### config.mk
export PLATFORM = sky130hd
export DESIGN_NAME = axi_mctp_write_master
export DESIGN_NICKNAME = d
export VERILOG_FILES = /design/src/rtl/mctp_axi_pkg.sv /design/src/rtl/mctp_seq_checker.sv /design/src/rtl/axi_mctp_write_master.sv
export SDC_FILE = /design/constraint.sdc
export NUM_CORES = 1
export LEC_CHECK = 0
export BUFFER_PORTS_ARGS = -buffer_cell sky130_fd_sc_hd__buf_2
export CORE_AREA = 4 4 369 371
export CTS_BUF_LIST = sky130_fd_sc_hd__clkbuf_4 sky130_fd_sc_hd__clkbuf_8 sky130_fd_sc_hd__clkbuf_16
export DETAILED_ROUTE_END_ITERATION = 16
export DIE_AREA = 0 0 373 375
export SLEW_MARGIN = 20
export SYNTH_ARGS = -nofsm -noshare
export SYNTH_HDL_FRONTEND = slang
export SYNTH_HIERARCHICAL = 1
export SYNTH_SLANG_ARGS = --single-unit
### constraint.sdc
create_clock -name i_clk -period 2.28 [get_ports i_clk]
set_input_delay 0.114 -clock i_clk [delete_from_list [all_inputs] [get_ports i_clk]]
set_output_delay 0.114 -clock i_clk [all_outputs]
set_load 0.02 [all_outputs]
### src/rtl/mctp_axi_pkg.sv
// Shared constants and types for the MCTP-over-PCIe VDM AXI write master.
// Packet-type codes, header field positions, AXI encodings and FSM states.
package mctp_axi_pkg;

  localparam logic [1:0] PKT_M  = 2'b00;
  localparam logic [1:0] PKT_L  = 2'b01;
  localparam logic [1:0] PKT_S  = 2'b10;
  localparam logic [1:0] PKT_SG = 2'b11;

  localparam int HDR_W       = 128;
  localparam int HDR_TYPE_HI = 127;
  localparam int HDR_TYPE_LO = 126;
  localparam int HDR_SEQ_HI  = 125;
  localparam int HDR_SEQ_LO  = 124;
  localparam int HDR_TAG_HI  = 123;
  localparam int HDR_TAG_LO  = 120;

  localparam logic [1:0] AXI_BURST_INCR = 2'b01;
  localparam logic [1:0] AXI_RESP_OKAY  = 2'b00;

  typedef enum logic [1:0] {
    ST_IDLE = 2'd0,
    ST_AW   = 2'd1,
    ST_W    = 2'd2
  } state_t;

endpackage

### src/rtl/mctp_seq_checker.sv
// MCTP SOM/MID/EOM sequence checker: tracks the open message tag and the
// expected packet sequence number, pulsing seq_err for one cycle on a violation.
module mctp_seq_checker
  import mctp_axi_pkg::*;
(
  input  logic       clk,
  input  logic       reset,
  input  logic       accept,
  input  logic [7:0] hdr_top,
  output logic       seq_err
);

  logic [1:0] pkt_type;
  logic [1:0] pkt_seq;
  logic [3:0] pkt_tag;

  logic       open_q, open_d;
  logic [3:0] tag_q, tag_d;
  logic [1:0] exp_q, exp_d;
  logic       violation;

  assign pkt_type = hdr_top[7:6];
  assign pkt_seq  = hdr_top[5:4];
  assign pkt_tag  = hdr_top[3:0];

  // Middle/last packets resynchronise the expected seq to the received one,
  // so a single dropped packet raises one error rather than a cascade.
  always_comb begin
    open_d    = open_q;
    tag_d     = tag_q;
    exp_d     = exp_q;
    violation = 1'b0;
    case (pkt_type)
      PKT_S, PKT_SG: begin
        violation = open_q;
        open_d    = (pkt_type == PKT_S);
        tag_d     = pkt_tag;
        exp_d     = pkt_seq + 2'd1;
      end
      PKT_M: begin
        violation = !open_q || (pkt_tag != tag_q) || (pkt_seq != exp_q);
        if (open_q) exp_d = pkt_seq + 2'd1;
      end
      default: begin
        violation = !open_q || (pkt_tag != tag_q) || (pkt_seq != exp_q);
        open_d    = 1'b0;
      end
    endcase
  end

  always_ff @(posedge clk) begin
    if (reset) begin
      open_q  <= 1'b0;
      tag_q   <= 4'd0;
      exp_q   <= 2'd0;
      seq_err <= 1'b0;
    end else begin
      seq_err <= accept & violation;
      if (accept) begin
        open_q <= open_d;
        tag_q  <= tag_d;
        exp_q  <= exp_d;
      end
    end
  end

endmodule

### src/rtl/axi_mctp_write_master.sv
// AXI4 INCR write master for MCTP VDM packets: header rides in the low 128 bits
// of beat 0, multiple bursts may be outstanding, BRESP errors are counted.
module axi_mctp_write_master
  import mctp_axi_pkg::*;
#(
  parameter int DATA_W    = 256,
  parameter int ID_W      = 7,
  parameter int AWID_VAL  = 0,
  parameter int MAX_OUTST = 4,
  parameter int ERR_CNT_W = 16
) (
  input  logic                 i_clk,
  input  logic                 i_reset,
  input  logic                 i_cmd_valid,
  output logic                 o_cmd_ready,
  input  logic [63:0]          i_cmd_addr,
  input  logic [7:0]           i_cmd_len,
  input  logic [127:0]         i_cmd_header,
  input  logic                 i_pl_valid,
  output logic                 o_pl_ready,
  input  logic [DATA_W-1:0]    i_pl_data,
  output logic [ID_W-1:0]      O_AWID,
  output logic [63:0]          O_AWADDR,
  output logic [7:0]           O_AWLEN,
  output logic [2:0]           O_AWSIZE,
  output logic [1:0]           O_AWBURST,
  output logic                 O_AWLOCK,
  output logic [3:0]           O_AWCACHE,
  output logic [2:0]           O_AWPROT,
  output logic [63:0]          O_AWUSER,
  output logic                 O_AWVALID,
  input  logic                 I_AWREADY,
  output logic [DATA_W-1:0]    O_WDATA,
  output logic [DATA_W/8-1:0]  O_WSTRB,
  output logic                 O_WLAST,
  output logic [15:0]          O_WUSER,
  output logic                 O_WVALID,
  input  logic                 I_WREADY,
  input  logic [ID_W-1:0]      I_BID,
  input  logic [1:0]           I_BRESP,
  input  logic                 I_BVALID,
  output logic                 O_BREADY,
  output logic                 o_busy,
  output logic [3:0]           o_outstanding,
  output logic [ERR_CNT_W-1:0] o_err_cnt,
  output logic [1:0]           o_last_bresp,
  output logic                 o_seq_err
);

  localparam logic [2:0] AXSIZE = 3'($clog2(DATA_W / 8));

  state_t                 state_q, state_d;
  logic [63:0]            addr_q;
  logic [7:0]             len_q;
  logic [HDR_W-1:0]       hdr_q;
  logic [7:0]             beat_q;
  logic [3:0]             outst_q;
  logic [ERR_CNT_W-1:0]   err_q;
  logic [1:0]             bresp_q;
  logic                   bready_q;

  logic cmd_hs, aw_hs, w_hs, b_hs, b_counted, last_beat;
  logic bid_unused;

  assign bid_unused = ^I_BID;

  assign cmd_hs    = i_cmd_valid & o_cmd_ready;
  assign aw_hs     = O_AWVALID & I_AWREADY;
  assign w_hs      = O_WVALID & I_WREADY;
  assign b_hs      = I_BVALID & O_BREADY;
  assign b_counted = b_hs & (outst_q != 4'd0);
  assign last_beat = (beat_q == len_q);

  assign O_AWID    = ID_W'(AWID_VAL);
  assign O_AWADDR  = addr_q;
  assign O_AWLEN   = len_q;
  assign O_AWSIZE  = AXSIZE;
  assign O_AWBURST = AXI_BURST_INCR;
  assign O_AWLOCK  = 1'b0;
  assign O_AWCACHE = 4'd0;
  assign O_AWPROT  = 3'd0;
  assign O_AWUSER  = 64'd0;
  assign O_WSTRB   = '1;
  assign O_WUSER   = 16'd0;
  assign O_BREADY  = bready_q;

  assign o_busy        = (state_q != ST_IDLE) || (outst_q != 4'd0);
  assign o_outstanding = outst_q;
  assign o_err_cnt     = err_q;
  assign o_last_bresp  = bresp_q;

  // Handshake outputs are gated by reset so nothing transfers in the reset cycle.
  always_comb begin
    state_d     = state_q;
    o_cmd_ready = 1'b0;
    O_AWVALID   = 1'b0;
    O_WVALID    = 1'b0;
    O_WLAST     = 1'b0;
    o_pl_ready  = 1'b0;
    O_WDATA     = i_pl_data;
    if (beat_q == 8'd0) O_WDATA = {i_pl_data[DATA_W-1:HDR_W], hdr_q};
    case (state_q)
      ST_IDLE: begin
        o_cmd_ready = !i_reset && (outst_q < 4'(MAX_OUTST));
        if (cmd_hs) state_d = ST_AW;
      end
      ST_AW: begin
        O_AWVALID = !i_reset;
        if (I_AWREADY) state_d = ST_W;
      end
      ST_W: begin
        O_WVALID   = !i_reset && i_pl_valid;
        o_pl_ready = !i_reset && I_WREADY;
        O_WLAST    = last_beat;
        if (w_hs && last_beat) state_d = ST_IDLE;
      end
      default: state_d = ST_IDLE;
    endcase
  end

  always_ff @(posedge i_clk) begin
    if (i_reset) begin
      state_q  <= ST_IDLE;
      addr_q   <= 64'd0;
      len_q    <= 8'd0;
      hdr_q    <= '0;
      beat_q   <= 8'd0;
      outst_q  <= 4'd0;
      err_q    <= '0;
      bresp_q  <= 2'd0;
      bready_q <= 1'b0;
    end else begin
      state_q  <= state_d;
      bready_q <= 1'b1;
      if (cmd_hs) begin
        addr_q <= i_cmd_addr;
        len_q  <= i_cmd_len;
        hdr_q  <= i_cmd_header;
        beat_q <= 8'd0;
      end else if (w_hs) begin
        beat_q <= last_beat ? 8'd0 : beat_q + 8'd1;
      end
      if (aw_hs && !b_counted) outst_q <= outst_q + 4'd1;
      else if (!aw_hs && b_counted) outst_q <= outst_q - 4'd1;
      if (b_hs) bresp_q <= I_BRESP;
      if (b_counted && (I_BRESP != AXI_RESP_OKAY) && (err_q != {ERR_CNT_W{1'b1}}))
        err_q <= err_q + 1'b1;
    end
  end

  mctp_seq_checker u_seq_checker (
    .clk     (i_clk),
    .reset   (i_reset),
    .accept  (cmd_hs),
    .hdr_top (i_cmd_header[HDR_TYPE_HI:HDR_TAG_LO]),
    .seq_err (o_seq_err)
  );

endmodule
==> results.py, run 1 <==
metrics = {
    "final_layout": {
        "syn_to_final_growth_pct": 61.6,
        "layout.cells.non_filler": 3984,
        "nNetsFinal": 2660,
        "layout_common_cells": "buf_2 (490), nand2_1 (420), dfxtp_1 (236)",
        "mostFrequentLayoutCell": "buf_2",
        "layout-drive-gt1-share_pct": 38.3,
        "fillers": 14900,
    },
    "drt": {
        "num_vias": 12800,
        "via_per_inst": 3.22,
        "first_iter_violations": 626,
        "routed_wl_mm": 72.0,
        "drc": 0,
        "drtPass1Iterations": 5,
        "ant_nets": 0,
        "route.detailed.wl_per_inst_um": 18.1,
    },
    "grt": {
        "grt_pass1_wl_mm": 96.5,
        "grt_overflow": 0,
        "grt_max_degree": 202,
        "grt_pass1_vias": 12400,
        "grt_usage_pct": 9.76,
        "antenna_found_initial": 69,
    },
    "pwr": {
        "finalPower_mw": 17.6,
        "p_leak_nw": 8.95,
        "cellPowerDensity_nw_per_um2": 869,
        "ir_drop_mv": 0.602,
    },
    "logic_synthesis": {
        "syn_area_per_cell_um2": 8.18,
        "synth_simple_gate_area_share_pct": 20.0,
        "ys_seq_elements": 241,
        "synth_top_family_by_area": "simple AND/OR/NAND/NOR gates",
        "ys.flop_type": "dfxtp_1",
        "synth_cells": 1532,
        "async_reset_ff_share_pct": 0,
        "synth_cell_types": 54,
        "synthAdderAreaFrac_pct": 0.758,
        "ys_warn_count": 6,
        "seq_area_frac_synth_pct": 38.5,
        "synth_xor_xnor_area_share_pct": 1.61,
        "synth_edf_count": 0,
        "synthesis.area_um2": 12500,
        "synth_compound_area_share_pct": 7.57,
        "synthMuxAreaShare_pct": 12.3,
    },
    "sta": {
        "relSlewSlack_pct": 25.6,
        "min_period_ns": 2.48,
        "fin_skew_ns": 0.0167,
        "maxSlewViolCount": 0,
        "worst_pin_slew_ns": 1.12,
        "finalSetupViolCount": 129,
        "hold_violations": 0,
        "finalCritPeriodShare_pct": 109,
        "rsz0062_at_grt": "yes",
        "clock.fmax_mhz": 403,
        "worst_slack_ns": -0.201,
    },
    "setup_path": {
        "worstPathRequired_ns": 2.17,
        "crit_start": "beat_q[0]",
        "reg2reg_slack_ns": -0.08,
        "cp.arrival_ns": 2.37,
        "cp-start-kind": "register",
        "rr_endpoint": "o_outstanding[3]",
        "cp-end-kind": "output pin",
        "r2r_cells": 9,
        "crit_fanout": 9,
        "critPathKind": "reg -> out",
        "critPathCapture": "O_WDATA[109]",
        "timing.rr.start": "o_outstanding[3]",
    },
    "die": {
        "initial_utilization_pct": 9.43,
        "core_area_um2": 133000,
        "die_h_um": 375,
        "ios": 962,
        "die_area_um2": 140000,
        "rows": 134,
        "die_x_um": 373,
    },
    "clocking": {
        "cts.sinks": 241,
        "clkTransAtPathRegs_ns": 0.06,
        "clock-root-buffer": "clkbuf_16",
        "clk_latency_ns": 0.57,
        "cts_buffer_depth": 3,
        "h-tree-depth": 2,
        "cts_made_buffers": 35,
        "cts_tree": "yes",
    },
    "placed_design": {
        "dp.cells": 3690,
        "hpwl_mm": 56.7,
        "finalWeightedCongestion": 0.853,
        "portBuffers": 566,
    },
    "outcome": {
        "status": "finished, violations left",
        "violations": "negative setup slack",
    },
    "run": {
        "maxCapViolCount": 0,
    },
    "worst_hold_path": {
        "hold_class": "in -> reg",
    },
}
[sequential cells by signal, summed over array words and instances, names as in the netlist]
name,count
hdr_q,128
O_AWADDR,64
o_err_cnt,16
O_AWLEN,8
beat_q,8
o_outstanding,4
u_seq_checker/tag_q,4
o_last_bresp,2
state_q,2
u_seq_checker/exp_q,2
O_BREADY,1
u_seq_checker/open_q,1
u_seq_checker/seq_err,1
[layer usage]
metal / wire length (um) / GRT usage, % / vias up
met5: 428 / 1.51 / -
met4: 2340 / 3.20 / 24
met2: 30000 / 14.2 / 780
met3: 10300 / 6.05 / 161
li1: - / - / 5976
met1: 28900 / 11.6 / 5896
[report_power, final]
group | total (mW) | switching (mW) | leakage (nW) | internal [mW]
logic | 6.42 | 3.94 | 6.41 | 2.48
clock network | 5.68 | 2.30 | 0.580 | 3.38
registers | 5.50 | 0.490 | 1.97 | 5.01
[stage by stage]
stage | util [%] | worst slack [ns] | area [um^2] | hold slack [ns] | setup TNS (ns)
global route | 15.2 | -0.306 | 20200 | 0.0740 | -31.06
floorplan | - | -0.0761 | 13100 | 0.210 | -0.0761
detailed placement | 12.2 | -0.139 | 16300 | 0.228 | -0.139
finish | 15.2 | -0.201 | 20300 | 0.101 | -16.17
CTS | 15.1 | -0.291 | 20100 | 0.0149 | -25.49
global placement | 12.2 | -0.158 | 16300 | 0.228 | -0.158
[cells by family after synthesis]
kind of cell | after synthesis
mux | 137
buf+inv | 365
fa+ha+maj | 7
other cells | 2
compound gates | 172
simple gates | 585
xor+xnor | 23
flops | 241
[synth_stat cells, drive strengths merged, types with 7 or more instances]
| cell | n | area share [%] |
|---|---|---|
| a21oi | 143 | 5.7 |
| buf | 303 | 17 |
| clkbuf | 50 | 1.5 |
| dfxtp | 241 | 38 |
| inv | 12 | 0.36 |
| mux2 | 133 | 12 |
| nand2 | 421 | 13 |
| nand3 | 87 | 3.5 |
| nand4 | 10 | 0.55 |
| nor2 | 12 | 0.36 |
| nor2b | 7 | 0.41 |
| nor3 | 14 | 0.60 |
| or4 | 7 | 0.42 |
| xnor2 | 11 | 0.77 |
| xor2 | 12 | 0.84 |
[area by class of cell]
cell class / count / area, um^2 / area share, %
Antenna cell: 10 / 25.0 / 0.123
Clock buffer: 46 / 1010 / 4.97
Clock inverter: 16 / 180 / 0.889
Inverter: 12 / 56.3 / 0.278
Multi-Input combinational cell: 1056 / 5900 / 29.1
Sequential cell: 241 / 4840 / 23.9
Tap cell: 1768 / 2210 / 10.9
Timing Repair Buffer: 835 / 6050 / 29.8
[worst max-delay path: stages (launching register included)]
cell	delay, ns
dfxtp_2	0.32
inv_2	0.05
ha_2	0.15
nor4b_4	0.23
nand2_4	0.12
buf_12	0.19
buf_4	0.20
mux2_2	0.31
buf_2	0.18
[how the worst min path moves through the flow]
stage / end / startpoint / depth (start not counted)
global placement: O_WDATA[128] / i_pl_data[128] / 0
global route: hdr_q[81] / i_cmd_valid / 5
CTS: hdr_q[81] / i_cmd_valid / 5
finish: o_err_cnt[1] / I_BVALID / 4
floorplan: u_seq_checker/open_q / i_cmd_header[126] / 1
detailed placement: O_WDATA[128] / i_pl_data[128] / 0
[timing repair]
item | 4_1_cts | 5_1_grt
setup buffers | 5 | 1
pin swaps | 5 | 2
gates resized for setup | 125 | 33
endpoints found under the setup margin | 129 | 148
gates cloned | 1 | 1
hold endpoints to repair | 223 | 0
hold buffers | 214 | 0
Note: power is estimated with default switching activity, not from simulation.
==> inputs of run 2 (changes only) <==
--- a/config.mk
+++ b/config.mk
@@ -6,10 +6,10 @@
 export NUM_CORES = 1
 export LEC_CHECK = 0
 export BUFFER_PORTS_ARGS = -buffer_cell sky130_fd_sc_hd__buf_2
-export CORE_AREA = 4 4 369 371
+export CORE_AREA = 2 2 378 380
 export CTS_BUF_LIST = sky130_fd_sc_hd__clkbuf_4 sky130_fd_sc_hd__clkbuf_8 sky130_fd_sc_hd__clkbuf_16
 export DETAILED_ROUTE_END_ITERATION = 16
-export DIE_AREA = 0 0 373 375
+export DIE_AREA = 0 0 380 382
 export SLEW_MARGIN = 20
 export SYNTH_ARGS = -nofsm -noshare
 export SYNTH_HDL_FRONTEND = slang
==> run 2 against run 1 <==
Effect of this change: utilization fell by 0.74 points; global-route usage fell by 0.60 points; final cell count rose by 3.1%; non-clock buffer count rose by 2; total power fell by 1.8%; die area rose by 3.8%; via count rose by 0.11%; sequential share of layout area fell by 0.17 points; largest power group unchanged; the flow still finishes with violations (negative setup slack); clock skew rose by 0.011 ns; clock power fell by 6.9%.
==> results.py, run 2 (same netlist as run 1, synthesis figures left out) <==
metrics = {
    "outcome": {
        "status": "finished, violations left",
        "violations": "negative setup slack",
    },
    "setup_path": {
        "critPathKind": "reg -> out",
        "cp-start-kind": "register",
        "cp.arrival_ns": 2.46,
        "reg2reg_slack_ns": -0.08,
        "worstPathRequired_ns": 2.17,
        "r2r_cells": 9,
        "cp-end-kind": "output pin",
        "crit_fanout": 7,
    },
    "die": {
        "die_x_um": 380,
        "die_h_um": 382,
        "die_area_um2": 145000,
        "ios": 962,
        "rows": 138,
        "initial_utilization_pct": 8.90,
        "core_area_um2": 141000,
    },
    "grt": {
        "top_usage_layer": "met2",
        "met3_usage_pct": 5.51,
        "use_met1_pct": 10.8,
        "grt_usage_pct": 9.16,
        "antenna_found_initial": 61,
        "grt_pass1_vias": 12300,
        "grt_pass1_wl_mm": 93.7,
        "grt_overflow": 0,
        "grt_max_degree": 162,
        "gr-usage-met2_pct": 13.6,
    },
    "clocking": {
        "cts_tree": "yes",
        "h-tree-depth": 1,
        "clkTransAtPathRegs_ns": 0.07,
        "clk_latency_ns": 0.64,
        "cts.sinks": 241,
        "cts_buffer_depth": 3,
        "cts_made_buffers": 31,
        "clock-root-buffer": "clkbuf_16",
    },
    "pwr": {
        "finalPower_mw": 17.3,
        "pwr-share-clk_pct": 30.6,
        "internal_power_mw": 10.8,
        "cellPowerDensity_nw_per_um2": 846,
        "p_sw_share_pct": 37.8,
        "p_leak_nw": 8.97,
        "ir_drop_mv": 0.584,
        "combPwrFrac_pct": 37.5,
        "p_sw_mw": 6.54,
        "p_seq_share_pct": 31.9,
    },
    "sta": {
        "finalCritPeriodShare_pct": 113,
        "fin_skew_ns": 0.0274,
        "maxSlewViolCount": 0,
        "hold_slack_ns": 0.187,
        "rsz0062_at_grt": "yes",
        "finalSetupViolCount": 127,
        "worst_pin_slew_ns": 0.967,
        "clock.fmax_mhz": 389,
        "worst_slack_ns": -0.289,
        "hold_violations": 0,
        "min_period_ns": 2.57,
        "relSlewSlack_pct": 35.6,
    },
    "final_layout": {
        "layout-drive-gt1-share_pct": 38.4,
        "multi_input_area_um2": 5920,
        "layout_common_cells": "buf_2 (488), nand2_1 (420), dfxtp_1 (233)",
        "register_area_um2": 4840,
        "nNetsFinal": 2658,
        "fillers": 15900,
        "regMostFlops": "hdr_q",
        "syn_to_final_growth_pct": 62.9,
        "mostFrequentLayoutCell": "buf_2",
        "largest_reg_flops": 128,
    },
    "drt": {
        "routed_wl_mm": 71.0,
        "num_vias": 12900,
        "via_per_inst": 3.13,
        "ant_nets": 0,
        "route.detailed.wl_per_inst_um": 17.3,
        "drc": 0,
        "drtPass1Iterations": 5,
        "first_iter_violations": 696,
    },
    "worst_hold_path": {
        "hold_class": "in -> reg",
        "holdPathStages": 4,
    },
    "run": {
        "maxCapViolCount": 0,
    },
    "placed_design": {
        "finalWeightedCongestion": 0.826,
        "portBuffers": 566,
        "hpwl_mm": 55.3,
        "pre_cts_slack_ns": -0.109,
    },
}
-- run 2: changes by cell type in the layout (fill, tap and decap cells not counted), moves of 3 or more --
cell and change:
buf_12 +4, buf_4 -4, buf_6 +7, clkbuf_16 -5, clkbuf_8 +3, dfxtp_1 -3, dfxtp_2 +3, diode_2 +4
-- run 2: repair_timing --
item | CTS | global route
pin swaps | 5 | 5
gates cloned | 1 | 1
endpoints found under the hold margin | 226 | 0
setup buffers | 8 | 3
resized for setup | 132 | 33
hold buffers | 213 | 0
endpoints found under the setup margin | 131 | 130
-- run 2: path summary, 6_finish.rpt --
check,from,endpoint
worst min register to register,hdr_q[82],hdr_q[82]
worst min-delay path,i_cmd_addr[9],O_AWADDR[9]
worst max register to register,o_outstanding[3],o_outstanding[3]
worst max-delay path,beat_q[1],O_WDATA[79]
-- run 2: area by class of cell --
cell class              count  area share, %
well taps                1890           11.6
diodes                     14          0.172
inverters                  12          0.300
clock buffers              45           4.56
multi-input cells        1056           29.0
clock inverters            11          0.735
flip-flops and latches    241           23.7
repair buffers            837           30.0
-- run 2: layer usage --
metal,vias up,routed length [um]
li1,5982,-
met5,-,204
met1,5935,28200
met3,164,10100
met2,750,29700
met4,20,2900
-- run 2: power by group through the flow --
stage               sequential, mW  clock, mW  combinational [mW]
detailed placement            5.59          0                5.82
floorplan                     5.97          0                3.38
finish                        5.52       5.29                6.49
global placement              5.58          0                5.78
global route                  5.61       5.68                7.00
CTS                           5.52       5.56                6.40
-- run 2: critical path, stage by stage, from the launching register on --
cell and delay (ns):
dfxtp_2 0.33, inv_2 0.07, ha_4 0.12, nor4b_4 0.24, nand2_4 0.13, buf_12 0.19
buf_16 0.17, buf_6 0.13, mux2_4 0.31, buf_6 0.14
-- run 2: through the flow --
step / std cells / cell area, um^2 / TNS [ns] / util (%)
after CTS: 4089 / 20300 / -31.51 / 14.4
after global placement: 3811 / 16500 / -0.160 / 11.7
after global routing: 4096 / 20400 / -38.35 / 14.5
final: 4106 / 20400 / -22.76 / 14.5
after floorplan: 1662 / 13100 / -0.0761 / -
after detailed placement: 3811 / 16500 / -0.109 / 11.7
